### src/rtl/psram_access_sequencer.sv
// psram_access_sequencer: times single-word PSRAM read/write accesses with registered RE/WE strobes
module psram_access_sequencer #(
   parameter int ADDR_W      = 23,
   parameter int DATA_W      = 16,
   parameter int ACCESS_CYC  = 7,
   parameter int RECOVER_CYC = 1
) (
   input  logic              clk,
   input  logic              rst_n,
   input  logic              req_valid,
   output logic              req_ready,
   input  logic              req_write,
   input  logic [ADDR_W-1:0] req_addr,
   input  logic [DATA_W-1:0] req_wdata,
   output logic              rsp_valid,
   output logic [DATA_W-1:0] rsp_rdata,
   output logic              RE,
   output logic              WE,
   output logic [ADDR_W-1:0] mem_addr,
   output logic [DATA_W-1:0] mem_dout,
   output logic              mem_dout_en,
   input  logic [DATA_W-1:0] mem_din,
   output logic              busy
);
   typedef enum logic [1:0] {IDLE, SETUP, ACCESS, RECOVER} state_t;
   localparam int MX = ACCESS_CYC > RECOVER_CYC ? ACCESS_CYC : RECOVER_CYC;
   localparam int CW = MX > 1 ? $clog2(MX) : 1;
   state_t            state, state_n;
   logic [CW-1:0]     cnt, cnt_n;
   logic              wr, wr_n, en_n, rv_n;
   logic [ADDR_W-1:0] addr_n;
   logic [DATA_W-1:0] dout_n, rdata_n;
   // next-state and next-output computation; every output below is registered
   always_comb begin
      state_n = state;
      cnt_n   = cnt;
      wr_n    = wr;
      addr_n  = mem_addr;
      dout_n  = mem_dout;
      en_n    = mem_dout_en;
      rdata_n = rsp_rdata;
      rv_n    = 1'b0;
      case (state)
         IDLE: if (req_valid) begin
            state_n = SETUP;
            wr_n    = req_write;
            addr_n  = req_addr;
            dout_n  = req_write ? req_wdata : mem_dout;
            en_n    = req_write;
         end
         SETUP: begin
            state_n = ACCESS;
            cnt_n   = CW'(ACCESS_CYC - 1);
         end
         ACCESS: if (cnt == '0) begin
            state_n = RECOVER;
            cnt_n   = CW'(RECOVER_CYC - 1);
            rv_n    = !wr;
            rdata_n = wr ? rsp_rdata : mem_din;
         end else begin
            cnt_n = cnt - 1'b1;
         end
         RECOVER: if (cnt == '0) begin
            state_n = IDLE;
            en_n    = 1'b0;
         end else begin
            cnt_n = cnt - 1'b1;
         end
         default: state_n = IDLE;
      endcase
   end
   // state and output registers; reset drops any in-flight access immediately
   always_ff @(posedge clk or negedge rst_n) begin
      if (!rst_n) begin
         state       <= IDLE;
         cnt         <= '0;
         wr          <= 1'b0;
         mem_addr    <= '0;
         mem_dout    <= '0;
         mem_dout_en <= 1'b0;
         rsp_rdata   <= '0;
         rsp_valid   <= 1'b0;
         RE          <= 1'b0;
         WE          <= 1'b0;
         req_ready   <= 1'b1;
         busy        <= 1'b0;
      end else begin
         state       <= state_n;
         cnt         <= cnt_n;
         wr          <= wr_n;
         mem_addr    <= addr_n;
         mem_dout    <= dout_n;
         mem_dout_en <= en_n;
         rsp_rdata   <= rdata_n;
         rsp_valid   <= rv_n;
         RE          <= state_n == ACCESS && !wr_n;
         WE          <= state_n == ACCESS && wr_n;
         req_ready   <= state_n == IDLE;
         busy        <= state_n != IDLE;
      end
   end
endmodule

### config.mk
export PLATFORM = sky130hd
export DESIGN_NAME = psram_access_sequencer
export DESIGN_NICKNAME = d
export VERILOG_FILES = /design/src/rtl/psram_access_sequencer.sv
export SDC_FILE = /design/constraint.sdc
export NUM_CORES = 1
export LEC_CHECK = 0
export CELL_PAD_IN_SITES_DETAIL_PLACEMENT = 0
export CELL_PAD_IN_SITES_GLOBAL_PLACEMENT = 2
export CORE_UTILIZATION = 30
export CTS_BUF_LIST = sky130_fd_sc_hd__clkbuf_4
export DETAILED_ROUTE_END_ITERATION = 10
export PLACE_DENSITY_LB_ADDON = 0.25
export SLEW_MARGIN = 0
export SYNTH_ARGS = -nofsm -noshare
export SYNTH_HDL_FRONTEND = slang
export SYNTH_SLANG_ARGS = --single-unit
### constraint.sdc
create_clock -name clk -period 4.6 [get_ports clk]
set_clock_uncertainty 0.2 [all_clocks]
set_input_delay 0.92 -clock clk [delete_from_list [all_inputs] [get_ports clk]]
set_output_delay 0.92 -clock clk [all_outputs]
set_load 0.005 [all_outputs]
After elaboration in Yosys (flattened, before gate mapping)
Index checks and enable logic that the tools add are counted.

Register bits after elaboration: 67. Output and inout bits: 61.

Add/sub/neg operators: 1. Equality and inequality tests: 7. Multiplexer cells: 14. Bitwise logic cells: 1. Reduce and logical (&&, ||, !) cells: 15.

Operator list (number): case mux 3 bit (3 select lines) (1); AND reduction 3 bit (3); case mux 2 bit (4 select lines) (1); == test 2 bit, second input constant (3); 2-to-1 mux 1 bit (6); 2-to-1 mux 2 bit (3); 2-to-1 mux 3 bit (2); != test 2 bit, second input constant (3); zero test 2 bit (2); AND reduction 2 bit (2); nonzero test 2 bit (2); zero test 3 bit (1); nonzero test 3 bit (1); subtractor 3 x 1 -> 3 bit, second input constant (1); == test 2 x 1 -> 1 bit, second input constant (1); logical AND 1 bit (2); zero test 1 bit (2); case mux 1 bit (2 select lines) (1); NOT 1 bit (1).

Longest topological paths before layout
Gate-level depths: netlist of the first run.

Depth in word-level cells: 5. Depth in mapped cells: 7. Gate-level depth less buffers: 5.

Worst setup path before layout of the first run
No wires, ideal clock.

Path type: input to register. From: input req_valid. To: register mem_dout[0]. Setup time: 0.125 ns. Arrival time: 1.948 ns. Required time: 4.275 ns. Path slack: 2.327 ns. Cell stages on the path: 5. Path buffers: 2. Cell sequence: nor3b_1 > and2_1 > buf_2 > buf_2 > mux2_2.

Word-level cells in the longest chain between the ends: 1.

RTL lines: start, declared (line 10) `input logic req_valid,`; AND reduction 3 bit (no source line); end signal, assigned (line 92) `mem_dout <= dout_n;`; end, declared (line 20) `output logic [DATA_W-1:0] mem_dout,`.

Every way passes these cells. A chain may end at the register's enable or synchronous reset.

Final worst setup path of the first run
From: input req_valid. To: register mem_dout[11].

Same word-level chain as after synthesis.

==> results of run 1 <==
-- metrics by stage --
stage / power [W] / setup WS [ps] / hold slack, ps / util
5_1_grt: 0.00270 / 1960 / 330 / 0.486
3_5_place_dp: 0.00213 / 1620 / 276 / 0.468
4_1_cts: 0.00257 / 1990 / 280 / 0.486
3_3_place_gp: 0.00212 / 1640 / 276 / 0.468
6_report: 0.00252 / 2040 / 268 / 0.486
2_1_floorplan: 0.00149 / 2330 / 234 / -
-- cells by family after synthesis --
family / after synthesis / share of synthesized area
muxes: 57 / 0.256
AOI/OAI and AO/OA: 10 / 0.0266
adders and majority gates: 2 / 0.00950
buffers and inverters: 14 / 0.0333
DFF: 67 / 0.637
and+or+nand+nor: 13 / 0.0342
xor gates and xnor gates: 1 / 0.00333
-- routing by layer --
layer  GRT usage  vias up  wire length [um]
met4      0.0560        0                66
met5           0        -                 0
met2       0.176       87              2440
met1       0.172      857              2470
li1            -      817                 -
met3      0.0703        7               663
-- state kept, by name, summed over array words and instances (netlist names) --
| signal | count |
|---|---|
| RE | 1 |
| WE | 1 |
| busy | 1 |
| cnt | 3 |
| mem_addr | 23 |
| mem_dout | 16 |
| mem_dout_en | 1 |
| req_ready | 1 |
| rsp_rdata | 16 |
| rsp_valid | 1 |
| state | 2 |
| wr | 1 |
-- where the power goes --
part / switching, W / internal [W] / total, W
registers: 0.000145 / 0.000874 / 0.00102
clock network: 0.000205 / 0.000214 / 0.000419
logic: 0.000312 / 0.000769 / 0.00108
-- area by class of cell --
type | instances | area [um^2] | share of cell area
clock buffer | 9 | 67.6 | 0.0167
clock inverter | 6 | 81.3 | 0.0201
inverter | 5 | 18.8 | 0.00463
multi-input combinational | 83 | 873 | 0.216
sequential | 67 | 1680 | 0.414
tap | 105 | 131 | 0.0324
timing repair buffer | 121 | 1200 | 0.296
-- final timing paths --
| check | startpoint | end | slack [ps] | cells past startpoint |
|---|---|---|---|---|
| max | req_valid | mem_dout[11] | 2040 | 4 |
| min | wr | RE | 270 | 1 |
| max reg2reg | cnt[1] | rsp_rdata[6] | 2450 | 5 |
| min reg2reg | wr | RE | 270 | 1 |
| max in group asynchronous | rst_n | req_ready | 2800 | 2 |
| min in group asynchronous | rst_n | rsp_valid | 450 | 1 |
-- worst reg2reg max path, stage by stage, from the launching register on --
cell and delay (ps):
dfrtp_1 390, inv_1 100, ha_1 240, nand2b_4 100
or4b_4 660, mux2_4 360
-- layout by cell type (no fill, tap or decap), types with 2 or more instances in the layout --
| master | count |
|---|---|
| a21o_1 | 2 |
| a21oi_1 | 2 |
| buf_4 | 2 |
| bufinv_16 | 2 |
| clkbuf_4 | 9 |
| clkdlybuf4s50_1 | 118 |
| clkinv_2 | 2 |
| dfrtp_1 | 66 |
| ha_1 | 2 |
| inv_1 | 5 |
| mux2_2 | 47 |
| mux2_4 | 9 |
| nand2_1 | 2 |
| nor2_1 | 2 |
-- cell usage after synthesis --
cell      number  share of area
or4b_4         1         0.0052
nand4b_1       1         0.0033
nand2b_4       1         0.0052
a21boi_0       1         0.0029
a221oi_1       1         0.0033
o21ai_0        1         0.0019
o31ai_1        1         0.0029
nor2_1         2         0.0029
inv_1          5         0.0071
nand2b_1       1         0.0024
o221ai_1       1         0.0033
a21oi_1        2         0.0038
nand2_1        2         0.0029
xnor2_1        1         0.0033
buf_2          6          0.011
mux2_2        47           0.20
a21o_1         2         0.0057
or3_2          1         0.0029
ha_1           2         0.0095
nor3b_1        1         0.0029
dfstp_2        1          0.010
dfrtp_1       66           0.63
mux2_4         9          0.051
nand3_1        1         0.0019
buf_12         1         0.0076
mux2i_1        1         0.0038
o21a_1         1         0.0029
and2_1         1         0.0024
or2_2          1         0.0024
buf_4          1         0.0029
buf_6          1         0.0043
==> results.toml, run 1 <==
[critical_path]
slowest_stage = "and2_1"
worst-endpoint-arrival_ps = 2650
worst-path-buf-inv = 1
max_stage_delay_ps = 640
crit_type = "in2reg"
cp_top_family = "simple AND/OR/NAND/NOR gates"
end_kind = "register"
startpoint_type = "primary input"
required_ps = 4690
path_cells = "clkdlybuf4s50_1 > nor3b_2 > and2_1 > mux2_2"
critPathMaxFanout = 16

[timing]
max_freq_ghz = 0.390
worst_slew_pin_slew_ps = 950
drv_slew = 0
tns_ps = 0
slew_headroom = 0.367
grt_setup_unrepaired = "false"
setup_viol = 0
min_period_ps = 2560
timing.final.crit_share = 0.557
finalHoldViolCount = 0

[placement]
dp_hpwl_mm = 4.03
gp_congestion = 0.623
io_buffers = 119
placed_cell_area_mm2 = 0.00390
dp.cells = 381

[routing]
firstDrtPassIters = 5
drc = 0
vias_per_cell = 4.46
routed_wl_mm = 5.64
drt_iter0_markers = 21
drtAntennaViolNets = 0
wire_per_inst_um = 14.2
vias = 1768

[clocking]
path_clk_slew_ps = 100
htree_num_levels = 3
cts_sinks = 67
cts_setup_buffers = 0
post_cts_resized = 0
cts_tree = "built"
cts_buffers = 9
cts_hold_buf = 0
cts_root_buf = "clkbuf_4"
insertion_delay_ps = 400
cts_buffer_depth = 2

[global_route]
grt_max_degree = 44
grt_pass1_wl_mm = 8.76
grt-ovfl-total = 0
track_usage = 0.131
grt_antenna_before_repair = 0
grt_pass1_vias = 1734

[pwr]
power_density_mw_per_mm2 = 622
p_leak_nw = 1.74
peakVddDrop_uv = 223

[cells_and_area]
nets = 348
final_area_mm2 = 0.00405
layoutNonFillerInstCount = 396
drive_above_1_share = 0.271
fill_cells = 777
syn_to_final_growth_pct = 53.8
n_antenna_cell = 0

[floorplanning]
coreArea_mm2 = 0.00834
die_area_mm2 = 0.00916
die_width_um = 95.7
io_pins = 120
rows = 33
start_util = 0.316
die_h_um = 95.7

[hold_path]
hp-class = "reg2reg"

[yosys]
ys_ff_latch = 67
yosysSeqAreaShare = 0.637
syn_avg_cell_area_um2 = 16.1
synth_nets = 225
ys_types = 31
synthesis.area_mm2 = 0.00263
syn_inst = 164
synth_warnings = 0

[outcome]
status = "finished clean"

[job]
maxCapViolations = 0
Note: power is estimated with default switching activity, not from simulation.
==> inputs of run 2 (changes only) <==
CORE_UTILIZATION = 28   (was 30)
clock period = 2.68 ns   (was 4.6 ns; I/O delays follow)
==> run 2 against run 1 <==
Count of clock-buffer cells in the layout is 2 higher. Setup slack lost 1500 ps. Critical path depth is 3 lower. Total power increased by 74%. Worst hold slack better by 8.2 ps. Routed wire length rose by 7.3%. Critical path type is now reg2out. Largest cell class unchanged. Largest power group unchanged.
==> results.toml, run 2 (same netlist as run 1, synthesis figures left out) <==
[placement]
dp_hpwl_mm = 4.22
pre_cts_slack_ps = 391
gp_congestion = 0.655
dp.cells = 388
io_buffers = 119

[timing]
max_freq_ghz = 0.460
drv_slew = 0
setup_viol = 0
fin_ws_ps = 507
fin_hold_ws_ps = 277
tns_ps = 0
slew_headroom = 0.689
grt_setup_unrepaired = "false"
finalHoldViolCount = 0
worst_slew_pin_slew_ps = 466
min_period_ps = 2170
timing.final.crit_share = 0.811

[cells_and_area]
n_antenna_cell = 0
largestRegisters = "mem_addr x23, mem_dout x16, rsp_rdata x16"
layoutNonFillerInstCount = 405
syn_to_final_growth_pct = 55.7
mostFrequentLayoutCells = "clkdlybuf4s50_1, dfrtp_1, mux2_2, clkbuf_4, mux2_4"
largest_register = "mem_addr"
largest_reg_flops = 23
drive_above_1_share = 0.279
mostFrequentLayoutCell = "clkdlybuf4s50_1"
nets = 350

[routing]
firstDrtPassIters = 4
drc = 0
vias = 1809
drt_iter0_markers = 42
routed_wl_mm = 6.05
drtAntennaViolNets = 0
wire_per_inst_um = 14.9
vias_per_cell = 4.47

[clocking]
cts_buffer_depth = 2
htree_num_levels = 3
cts_tree = "built"
cts_hold_buf = 1
post_cts_resized = 0
cts_sinks = 67
cts_buffers = 9
cts_setup_buffers = 0
cts_root_buf = "clkbuf_4"
insertion_delay_ps = 400
path_clk_slew_ps = 110

[job]
maxCapViolations = 0

[critical_path]
required_ps = 1940
worst-path-buf-inv = 1
worst-endpoint-arrival_ps = 1440
crit_type = "reg2out"
critPathMaxFanout = 1
end_kind = "output port"
path_cells = "clkdlybuf4s50_1"
max_stage_delay_ps = 530
slowest_stage = "dfstp_2"
cp_top_family = "flip-flops"
startpoint_type = "register"

[global_route]
grt-ovfl-total = 0
track_usage = 0.130
grt_max_degree = 50
grt_pass1_wl_mm = 9.65
grt_antenna_before_repair = 0
grt_pass1_vias = 1843

[floorplanning]
die_h_um = 99.0
rows = 35
io_pins = 120
start_util = 0.286
die_width_um = 99.0
coreArea_mm2 = 0.00920
die_area_mm2 = 0.00980

[outcome]
status = "finished clean"

[pwr]
power_density_mw_per_mm2 = 1070
p_leak_nw = 1.76
peakVddDrop_uv = 356

[hold_path]
hp-class = "reg2reg"
run 2: cell types whose count changed in the layout (fill, tap and decap cells not counted):
| cell | delta |
|---|---|
| clkbuf_4 | +2 |
| dlygate4sd3_1 | +1 |
| clkinv_1 | -1 |
| buf_12 | +1 |
run 2: final cells by class:
| cell class | count | area [um^2] |
|---|---|---|
| fillers | 858 | 5100 |
| flip-flops and latches | 67 | 1680 |
| repair buffers | 123 | 1230 |
| multi-input cells | 83 | 873 |
| well taps | 111 | 139 |
| clock buffers | 11 | 82.6 |
| clock inverters | 5 | 77.6 |
| inverters | 5 | 18.8 |
run 2: stage by stage:
step	util	power (W)	cell area (um^2)
after floorplan	-	0.00256	2630
after global routing	0.446	0.00469	4100
final	0.446	0.00439	4100
after CTS	0.446	0.00447	4100
after detailed placement	0.427	0.00368	3930
after global placement	0.427	0.00366	3930
run 2: path summary, 6_finish.rpt:
path | start | end | slack, ps | cells after the start
max | req_ready | req_ready | 510 | 1
min | wr | RE | 280 | 1
max reg2reg | cnt[0] | rsp_rdata[11] | 530 | 5
min reg2reg | wr | RE | 280 | 1
max in group asynchronous | rst_n | req_ready | 1210 | 3
min in group asynchronous | rst_n | mem_dout[1] | 400 | 2
run 2: per-layer routing:
metal | track usage | share of wire
met1 | 0.179 | 0.49
met2 | 0.188 | 0.43
met3 | 0.0355 | 0.064
met4 | 0.0654 | 0.017
met5 | 0 | 0
run 2: power by group:
group	switching, W	internal [W]
combinational	0.000550	0.00132
sequential	0.000259	0.00150
clock	0.000364	0.000397
==> inputs of run 3 (changes only) <==
clock period = 2.3 ns   (was 2.68 ns; I/O delays follow)
==> run 3 against run 2 <==
Worst hold slack better by 35 ps. Sequential power increased by 16%. Setup slack got worse by 360 ps. Total power is 14% higher. Largest cell class unchanged. Routed wire length is 3.5% lower. Combinational power rose by 18%. Via count fell by 0.28%. Critical path type is now reg2reg. Cell area barely moved. Highest routed layer unchanged. First-iteration DRC count down 33%. Critical path depth up 4.
==> results.toml, run 3 (same netlist as run 1, synthesis figures left out) <==
[cells_and_area]
multi_input_area_um2 = 873
nets = 352
fill_cells = 849
drive_above_1_share = 0.284
final_area_mm2 = 0.00410
largest_register = "mem_addr"
largestRegisters = "mem_addr x23, mem_dout x16, rsp_rdata x16"
syn_to_final_growth_pct = 55.8
n_antenna_cell = 0
seq_area_mm2 = 0.00168
mostFrequentLayoutCells = "clkdlybuf4s50_1, dfrtp_1, mux2_2, clkbuf_4, mux2_4"
mostFrequentLayoutCell = "clkdlybuf4s50_1"
largest_reg_flops = 23

[routing]
wire_per_inst_um = 14.3
drc = 0
vias_per_cell = 4.43
firstDrtPassIters = 4
vias = 1804
drtAntennaViolNets = 0
drt_iter0_markers = 28
routed_wl_mm = 5.83

[floorplanning]
rows = 35
start_util = 0.286
coreArea_mm2 = 0.00920
io_pins = 120
die_h_um = 99.0
die_width_um = 99.0
die_area_mm2 = 0.00980

[timing]
slew_headroom = 0.763
max_freq_ghz = 0.465
drv_slew = 0
min_period_ps = 2150
grt_setup_unrepaired = "false"
timing.final.crit_share = 0.934
fin_hold_ws_ps = 311
finalHoldViolCount = 0
tns_ps = 0
setup_viol = 0
worst_slew_pin_slew_ps = 355

[pwr]
seqPwrFrac = 0.407
combinationalPowerShare = 0.441
p_clk_frac = 0.152
power_density_mw_per_mm2 = 1220
p_int_w = 0.00366
peakVddDrop_uv = 386
p_leak_nw = 1.77
finalPower_w = 0.00501
swShare = 0.268
switchingPower_w = 0.00134

[placement]
dp_hpwl_mm = 4.13
io_buffers = 119
gp_congestion = 0.673
placed_cell_area_mm2 = 0.00396

[global_route]
grt_pass1_vias = 1807
grt-ovfl-total = 0
track_usage = 0.123
grt_max_degree = 68
grt_antenna_before_repair = 0
grt_pass1_wl_mm = 9.11

[critical_path]
cp-startpoint = "cnt[1]"
required_ps = 2370
end_kind = "register"
worst-endpoint-arrival_ps = 2220
reg2reg_to = "rsp_rdata[14]"
reg2reg_slack_ps = 150
reg2reg_depth = 5
regToRegStartpoint = "cnt[1]"
startpoint_type = "register"
crit_end = "rsp_rdata[14]"
critPathMaxFanout = 17
crit_type = "reg2reg"

[clocking]
cts_buffer_depth = 2
insertion_delay_ps = 390
htree_num_levels = 3
cts_sinks = 67
cts_setup_buffers = 0
cts_root_buf = "clkbuf_4"
cts_tree = "built"
path_clk_slew_ps = 110
cts_buffers = 9

[job]
maxCapViolations = 0

[hold_path]
hp-class = "reg2reg"

[outcome]
status = "finished clean"
==> run 3: changes by cell type in the layout (fill, tap and decap cells not counted), sizes merged <==
| cell | delta |
|---|---|
| clkinvlp | -1 |
| bufinv | -1 |
| clkinv | +2 |
| buf | +2 |
==> run 3: how the worst min path moves through the flow <==
stage,slack [ps],end,startpoint,depth (start not counted)
after floorplan,-40,RE,rst_n,0
after global placement,280,RE,wr,1
after detailed placement,290,rsp_rdata[15],rsp_rdata[15],1
after CTS,320,rsp_rdata[15],rsp_rdata[15],1
after global routing,330,mem_dout[6],mem_dout[6],1
final,310,mem_dout[8],mem_dout[8],1
==> run 3: routing by layer <==
metal	track usage	vias to the layer above	part of all wire
met1	0.162	895	0.47
met5	0	-	0
met2	0.184	74	0.45
met4	0.0448	0	0.010
li1	-	829	-
met3	0.0482	6	0.070
==> run 3: cell type report <==
type	count	area share
sequential	67	0.409
timing repair buffer	125	0.307
multi-input combinational	83	0.213
tap	111	0.0338
clock buffer	11	0.0201
clock inverter	5	0.0131
inverter	5	0.00457
==> run 3: repair_timing <==
action                                 CTS  global route
endpoints found under the hold margin   66             0
resized for setup                        0             0
hold buffers                             1             0
==> run 3: through the flow <==
stage / setup slack [ps] / utilization / cells
after floorplan: 185 / - / 164
after global placement: 120 / 0.430 / 390
after detailed placement: 100 / 0.430 / 390
after CTS: 118 / 0.446 / 407
after global routing: 51.4 / 0.446 / 407
final: 151 / 0.446 / 407
==> run 3: power groups by stage <==
| stage | sequential [W] | clock [W] | combinational [W] |
|---|---|---|---|
| 2_1_floorplan | 0.00208 | 0 | 0.000899 |
| 3_3_place_gp | 0.00206 | 0 | 0.00222 |
| 3_5_place_dp | 0.00207 | 0 | 0.00224 |
| 4_1_cts | 0.00205 | 0.000809 | 0.00225 |
| 5_1_grt | 0.00212 | 0.000859 | 0.00237 |
| 6_report | 0.00204 | 0.000760 | 0.00221 |
==> run 3: critical path, stage by stage, from the launching register on <==
cell and delay, ps:
dfrtp_1 390, inv_1 90, ha_1 240, nand2b_4 100
or4b_4 660, mux2_4 350
